`src/rtl/alu_seq.sv`:
```
// alu_seq: handshaked parametrised ALU with registered results and iterative shift-add multiply
module alu_seq #(
  parameter int WIDTH = 4,
  parameter int SHW = $clog2(WIDTH)
) (
  input  logic             clk,
  input  logic             rst,
  input  logic             in_valid,
  output logic             in_ready,
  input  logic [3:0]       op,
  input  logic [WIDTH-1:0] a,
  input  logic [WIDTH-1:0] b,
  output logic             out_valid,
  input  logic             out_ready,
  output logic [WIDTH-1:0] result,
  output logic [WIDTH-1:0] result_hi,
  output logic [3:0]       flags,
  output logic             err
);
  typedef enum logic [1:0] {IDLE, BUSY, DONE} state_t;
  state_t state_q, state_d;
  logic [SHW:0] cnt_q, cnt_d;
  logic [WIDTH-1:0] a_q, res_q, hi_q, r;
  logic [2*WIDTH-1:0] p_q, p_d, p_step;
  logic [WIDTH:0] add_s, sub_s, step_s;
  logic [SHW-1:0] sh;
  logic [3:0] flg_q;
  logic err_q, c, v, e, accept, is_mul, mul_done;
  assign in_ready = state_q == IDLE || (state_q == DONE && out_ready);
  assign out_valid = state_q == DONE;
  assign accept = in_valid && in_ready;
  assign is_mul = op == 4'b1100;
  assign mul_done = state_q == BUSY && cnt_q == (SHW+1)'(1);
  assign step_s = {1'b0, p_q[2*WIDTH-1:WIDTH]} + (p_q[0] ? {1'b0, a_q} : '0);
  assign p_step = {step_s, p_q[WIDTH-1:1]};
  assign result = res_q;
  assign result_hi = hi_q;
  assign flags = flg_q;
  assign err = err_q;
  // single-cycle operations evaluated on the live inputs, captured only on accept
  always_comb begin
    add_s = {1'b0, a} + {1'b0, b};
    sub_s = {1'b0, a} - {1'b0, b};
    sh = b[SHW-1:0];
    r = '0;
    c = 1'b0;
    v = 1'b0;
    e = 1'b0;
    case (op)
      4'h0: begin r = add_s[WIDTH-1:0]; c = add_s[WIDTH]; v = (a[WIDTH-1] == b[WIDTH-1]) && (add_s[WIDTH-1] != a[WIDTH-1]); end
      4'h1: begin r = sub_s[WIDTH-1:0]; c = ~sub_s[WIDTH]; v = (a[WIDTH-1] != b[WIDTH-1]) && (sub_s[WIDTH-1] != a[WIDTH-1]); end
      4'h2: r = ~a;
      4'h3: r = a & b;
      4'h4: r = a | b;
      4'h5: r = a ^ b;
      4'h6: r = {{(WIDTH-1){1'b0}}, $signed(a) < $signed(b)};
      4'h7: r = {{(WIDTH-1){1'b0}}, a == b};
      4'h8: r = {{(WIDTH-1){1'b0}}, a < b};
      4'h9: r = a << sh;
      4'ha: r = a >> sh;
      4'hb: r = WIDTH'($signed(a) >>> sh);
      4'hc: r = '0;
      default: e = 1'b1;
    endcase
  end
  // next state and multiply datapath: one shift-add step per BUSY cycle
  always_comb begin
    state_d = state_q;
    cnt_d = cnt_q;
    p_d = p_q;
    if (accept) state_d = is_mul ? BUSY : DONE;
    else if (state_q == DONE && out_ready) state_d = IDLE;
    else if (mul_done) state_d = DONE;
    if (accept && is_mul) begin
      cnt_d = (SHW+1)'(WIDTH);
      p_d = {{WIDTH{1'b0}}, b};
    end else if (state_q == BUSY) begin
      cnt_d = cnt_q - (SHW+1)'(1);
      p_d = p_step;
    end
  end
  // control state and multiply registers
  always_ff @(posedge clk) begin
    if (rst) begin
      state_q <= IDLE;
      cnt_q <= '0;
      p_q <= '0;
      a_q <= '0;
    end else begin
      state_q <= state_d;
      cnt_q <= cnt_d;
      p_q <= p_d;
      if (accept && is_mul) a_q <= a;
    end
  end
  // result registers load only when entering DONE
  always_ff @(posedge clk) begin
    if (rst) begin
      res_q <= '0;
      hi_q <= '0;
      flg_q <= '0;
      err_q <= 1'b0;
    end else if (accept && !is_mul) begin
      res_q <= r;
      hi_q <= '0;
      flg_q <= {r[WIDTH-1], r == '0, c, v};
      err_q <= e;
    end else if (mul_done) begin
      res_q <= p_step[WIDTH-1:0];
      hi_q <= p_step[2*WIDTH-1:WIDTH];
      flg_q <= {p_step[WIDTH-1], p_step[WIDTH-1:0] == '0, 1'b0, p_step[2*WIDTH-1:WIDTH] != '0};
      err_q <= 1'b0;
    end
  end
endmodule

```
`config.mk`:
```
export PLATFORM = sky130hd
export DESIGN_NAME = alu_seq
export DESIGN_NICKNAME = d
export VERILOG_FILES = /design/src/rtl/alu_seq.sv
export SDC_FILE = /design/constraint.sdc
export NUM_CORES = 1
export LEC_CHECK = 0
export BUFFER_PORTS_ARGS = -buffer_cell sky130_fd_sc_hd__buf_2
export CAP_MARGIN = 20
export CORE_MARGIN = 10
export CORE_UTILIZATION = 35
export DETAILED_ROUTE_END_ITERATION = 7
export GPL_TIMING_DRIVEN = 0
export SLEW_MARGIN = 30
export SYNTH_ARGS = -nofsm -noshare
export SYNTH_HDL_FRONTEND = slang
export SYNTH_SLANG_ARGS = --single-unit
```
`constraint.sdc`:
```
create_clock -name clk -period 2.5 [get_ports clk]
set_input_delay 0 -clock clk [delete_from_list [all_inputs] [get_ports clk]]
set_output_delay 0 -clock clk [all_outputs]
set_load 0.05 [all_outputs]
```
# Word level (Yosys, flattened, before mapping)
# Index checks and enable logic that the tools add are counted.
totals:
  reg_bits: 30
  out_inout_bits: 15
  elab_cells: 83
op_classes:
  addsub: 4
  n_lt_le_gt_ge: 2
  eq_ne: 20
  shifts: 3
  n_mux: 19
  bitwise: 5
  reduce_logical: 20
op_table:
  columns: ["cell", "n"]
  rows:
  - ["4-bit one-hot mux with 12 select lines", 1]
  - ["4-bit 2-to-1 mux", 7]
  - ["4-bit equality test, second input constant", 5]
  - ["4-bit by 3-bit equality test with 1-bit output, second input constant", 4]
  - ["13-bit OR reduction", 1]
  - ["4-bit zero test", 3]
  - ["4-bit by 4-bit adder with 5-bit output", 2]
  - ["4-bit by 2-bit equality test with 1-bit output, second input constant", 2]
  - ["4-bit < comparator", 2]
  - ["2-bit 2-to-1 mux", 4]
  - ["1-bit logical AND", 7]
  - ["3-bit 2-to-1 mux", 2]
  - ["4-bit by 4-bit subtractor with 5-bit output", 1]
  - ["4-bit AND", 1]
  - ["4-bit by 1-bit equality test with 1-bit output, second input constant", 1]
  - ["4-bit equality test", 1]
  - ["4-bit inverter", 1]
  - ["4-bit OR", 1]
  - ["1-bit one-hot mux with 2 select lines", 2]
  - ["2-bit nonzero test", 2]
  - ["4-bit nonzero test", 1]
  - ["2-bit OR reduction", 2]
  - ["4-bit by 2-bit << shifter with 4-bit output", 1]
  - ["4-bit by 2-bit right shift with 4-bit output", 1]
  - ["other kinds (14)", 18]

# Longest topological paths before layout
logic_depth:
  word_depth: 6
  mapped_depth: 10
  ltp_nobuf: 10

# Worst setup path before layout
# No wires, ideal clock.
synth_timing:
  path_type: "input-to-reg"
  start: "in a[0]"
  end: "reg flg_q[2] (netlist: flags[2])"
  setup_ns: 0.084
  arrival_time_ns: 1.842
  required_ns: 2.416
  slack_ns: 0.574
  stages: 9
  n_path_buf: 0
  path_cell_list: "inv_1 ha_1 fa_1 mux2i_1 xnor2_1 a211oi_2 o22ai_1 or4_1 o31ai_2"
synth_via:
  elab_chain_len: 4
  word_cells_on_any_way: 15
synth_lines:
  columns: ["element", "line", "text"]
  rows:
  - ["from (decl)", "11", "input logic [WIDTH-1:0] a,"]
  - ["4-bit by 4-bit subtractor with 5-bit output, or another cell as far along", "43", "sub_s = {1'b0, a} - {1'b0, b};"]
  - ["4-bit one-hot mux with 12 select lines *", "49", "case (op)"]
  - ["4-bit zero test *", "106", "flg_q <= {r[WIDTH-1], r == '0, c, v};"]
  - ["4-bit 2-to-1 mux *", "103", "end else if (accept && !is_mul) begin"]
  - ["to (signal assigned)", "106", null]
  - ["to (signal assigned)", "111", "flg_q <= {p_step[WIDTH-1], p_step[WIDTH-1:0] == '0, 1'b0, p_step[2*WIDTH-1:WIDTH] != '0};"]
  - ["to (decl)", "27", "logic [3:0] flg_q;"]
# Every way passes the cells marked *; elsewhere a longest branch is shown, timed or not.
# A chain may end at the register's enable or synchronous reset.

# Worst setup path in the final report
layout_timing:
  start: "in b[1]"
  end: "reg res_q[0] (netlist: result[0])"
layout_via:
  elab_chain_len: 3
  word_cells_on_any_way: 8
layout_lines:
  columns: ["element", "line", "text"]
  rows:
  - ["from (decl)", "12", "input logic [WIDTH-1:0] b,"]
  - ["4-bit < comparator, or another cell as far along", "58", "4'h8: r = {{(WIDTH-1){1'b0}}, a < b};"]
  - ["4-bit one-hot mux with 12 select lines *", "49", null]
  - ["4-bit 2-to-1 mux *", "103", null]
  - ["to (signal assigned)", "104", "res_q <= r;"]
  - ["to (signal assigned)", "109", "res_q <= p_step[WIDTH-1:0];"]
  - ["to (decl)", "23", "logic [WIDTH-1:0] a_q, res_q, hi_q, r;"]
# Marked as above.

==> flow_metrics.py <==
metrics = {
    "critical_path": {
        "critPathLaunchType": "input pin",
        "r2r-end": "flags[2]$_SDFFE_PP0P_",
        "critical-path-max-stage-delay_ns": 0.61,
        "crit_fanout": 9,
        "worstPathRequired_ns": 2.73,
        "r2r-start": "state_q[1]$_SDFFE_PP0P_",
        "worstSetupPathType": "input pin to flip-flop",
        "worst-r2r-setup-slack_ns": 0.37,
        "crit_chain": "buf_2, clkbuf_1, inv_1, ha_1, or2_1, a21oi_1, a2111oi_0, a31oi_1, nand3_1, o221a_2",
        "ff2ff_path_depth": 5,
        "cp_slowest_cell": "a2111oi_0",
        "cp.arrival_ns": 2.46,
        "end_kind": "flip-flop",
    },
    "layout": {
        "layout_common_cells": "buf_2, nand2_1, dfxtp_1",
        "drive_gt1_frac": 0.153,
        "stdcell_area_um2": 2610,
        "antenna_cells": 0,
        "nets": 364,
        "fin_cells": 403,
        "final_common_cell": "buf_2",
        "layout-area-overhead-vs-synth_pct": 14.1,
        "fillers": 655,
    },
    "timing": {
        "slew-limit-headroom": 0.585,
        "tightestPinTransition_ns": 0.607,
        "hold_violations": 0,
        "final_max_slew_viol_count": 0,
        "post-route-min-period_ns": 2.23,
        "setup_viol": 0,
        "post-route-period-util": 0.893,
        "clock_skew_ns": 0.00160,
        "fmax_ghz": 0.448,
        "rsz0062_at_grt": "false",
    },
    "worst_hold_path": {
        "min_from": "out_ready",
        "hold_depth": 4,
        "worstHoldPathType": "input pin to flip-flop",
        "holdPathEnd": "state_q[1]$_SDFFE_PP0P_",
    },
    "run_status": {
        "status": "complete, no violations",
    },
    "logic_synthesis": {
        "synth-seq-cells": 29,
        "synthArstFlopShare": 0,
        "synth_enable_flop_cells": 0,
        "ys_seq_area_frac": 0.254,
        "syn_area_per_cell_um2": 7.86,
        "synth_cell_type_count": 54,
        "syn_area_um2": 2290,
        "synth_cells": 291,
        "ys.flop_type": "dfxtp_1",
        "synth_warnings": 0,
        "syn_nets": 329,
    },
    "clock_tree": {
        "path_clk_slew_ns": 0.06,
        "cts_buffer_depth": 2,
        "cts_setup_buffers": 0,
        "cts_root_buffer": "clkbuf_8",
        "cts_made_buffers": 5,
        "clock-sinks": 29,
        "cts_max_level": 2,
        "cts-resized-gates": 0,
        "clk_latency_ns": 0.28,
        "cts_tree": "yes",
        "cts-hold-fix-buffers": 0,
    },
    "power_and_ir_drop": {
        "p_leak_nw": 1.10,
        "power-per-cell-area_nw_per_um2": 457,
        "ir_drop_uv": 247,
    },
    "global_route": {
        "grt_pass1_vias": 2199,
        "grt_pass1_wl_um": 11000,
        "antenna_found_initial": 0,
        "grt.total_usage": 0.133,
        "grt_overflow": 0,
        "grt_max_degree": 11,
    },
    "place": {
        "routabilityCongestion": 0.918,
        "dpl_cell_area_um2": 2520,
        "hpwl_um": 5130,
        "io_buffers": 28,
        "placed_cells": 396,
    },
    "floorplanning": {
        "dieArea_um2": 10200,
        "start_util": 0.360,
        "fp.dieH_um": 101,
        "io_pins": 31,
        "die_w_um": 101,
        "core_um2": 6350,
        "placementRows": 29,
    },
    "drt": {
        "drt_pass1_iterations": 5,
        "vias": 2262,
        "wl_um": 6600,
        "wl_per_cell_um": 16.4,
        "antenna_left": 0,
        "via_per_inst": 5.61,
        "remaining_drc_errors": 0,
        "drt_iter0_markers": 196,
    },
    "run": {
        "drv_cap": 0,
    },
}
per-stage QoR:
step	setup slack [ns]	setup TNS (ns)	utilization	hold WS [ns]	total power [W]
after floorplan	0.574	0	-	0.136	0.000722
after global placement	-0.00702	-0.00702	0.397	0.309	0.000810
after detailed placement	-0.00403	-0.00403	0.397	0.319	0.000813
after CTS	0.291	0	0.411	0.0243	0.00120
after global routing	0.0235	0	0.411	0.0502	0.00125
final	0.267	0	0.411	0.0279	0.00119
cells in the mapped netlist, types with 4 or more instances:
library cell / number / share of area
a211oi_1: 8 / 0.026
nand2_1: 30 / 0.049
or4_1: 4 / 0.013
nor3_1: 8 / 0.018
dfxtp_1: 29 / 0.25
nor2b_1: 7 / 0.019
o21ai_0: 11 / 0.024
nand2b_1: 4 / 0.011
inv_1: 18 / 0.030
a21oi_1: 22 / 0.048
a2111oi_0: 8 / 0.031
ha_1: 19 / 0.10
xnor2_1: 4 / 0.015
a31oi_1: 4 / 0.011
clkbuf_1: 12 / 0.020
buf_2: 6 / 0.013
nor2_1: 28 / 0.046
nand3_1: 4 / 0.0088
mux2i_1: 8 / 0.035
per-layer routing:
layer  wire, µm  vias to the layer above  GRT usage
met5          0                        -          0
met4        172                        0     0.0533
met3        369                       18     0.0261
met2       2910                       74      0.196
met1       3140                     1055      0.183
li1           -                     1115          -
power by group:
group | leakage (nW) | switching (W) | internal [W]
logic | 0.823 | 0.000210 | 0.000108
clock network | 0.0443 | 0.000170 | 0.000218
registers | 0.235 | 0.0000100 | 0.000477
total | 1.10 | 0.000390 | 0.000803
cell families after synthesis:
family,Yosys count,share of synthesized area
and+or+nand+nor,103,0.224
muxes,9,0.0449
buffers and inverters,38,0.0706
DFF,29,0.254
xor gates and xnor gates,7,0.0268
AOI/OAI and AO/OA,83,0.249
adders and majority gates,22,0.130
sequential cells by signal, summed over array words and instances (netlist names):
register / cells
state_q: 2
err: 1
p_q: 8
result_hi: 4
a_q: 4
result: 4
cnt_q: 3
flags: 3
how the worst max path moves through the flow:
stage | slack, ns | endpoint | from
global route | 0.02 | result[3]$_SDFFE_PP0P_ | b[1]
CTS | 0.29 | result[3]$_SDFFE_PP0P_ | b[1]
detailed placement | -0.004 | result[3]$_SDFFE_PP0P_ | b[1]
global placement | -0.007 | result[3]$_SDFFE_PP0P_ | b[1]
finish | 0.27 | result[0]$_SDFFE_PP0P_ | b[1]
floorplan | 0.57 | flags[2]$_SDFFE_PP0P_ | a[0]
worst max-delay path: cells and delay by family:
kind,cells,cell delay (ns)
AOI/OAI and AO/OA,4,1.00
adders and majority gates,1,0.39
buffers and inverters,3,0.74
and+or+nand+nor,2,0.32
layout make-up:
class / instances / area, µm² / area share
Buffer: 20 / 93.8 / 0.0360
Multi-Input combinational cell: 224 / 1540 / 0.592
Timing Repair Buffer: 28 / 140 / 0.0537
Clock buffer: 7 / 86.3 / 0.0331
Tap cell: 77 / 96.3 / 0.0369
Inverter: 18 / 67.6 / 0.0259
Sequential cell: 29 / 581 / 0.223
No activity file was read; power rests on OpenSTA's default activity.
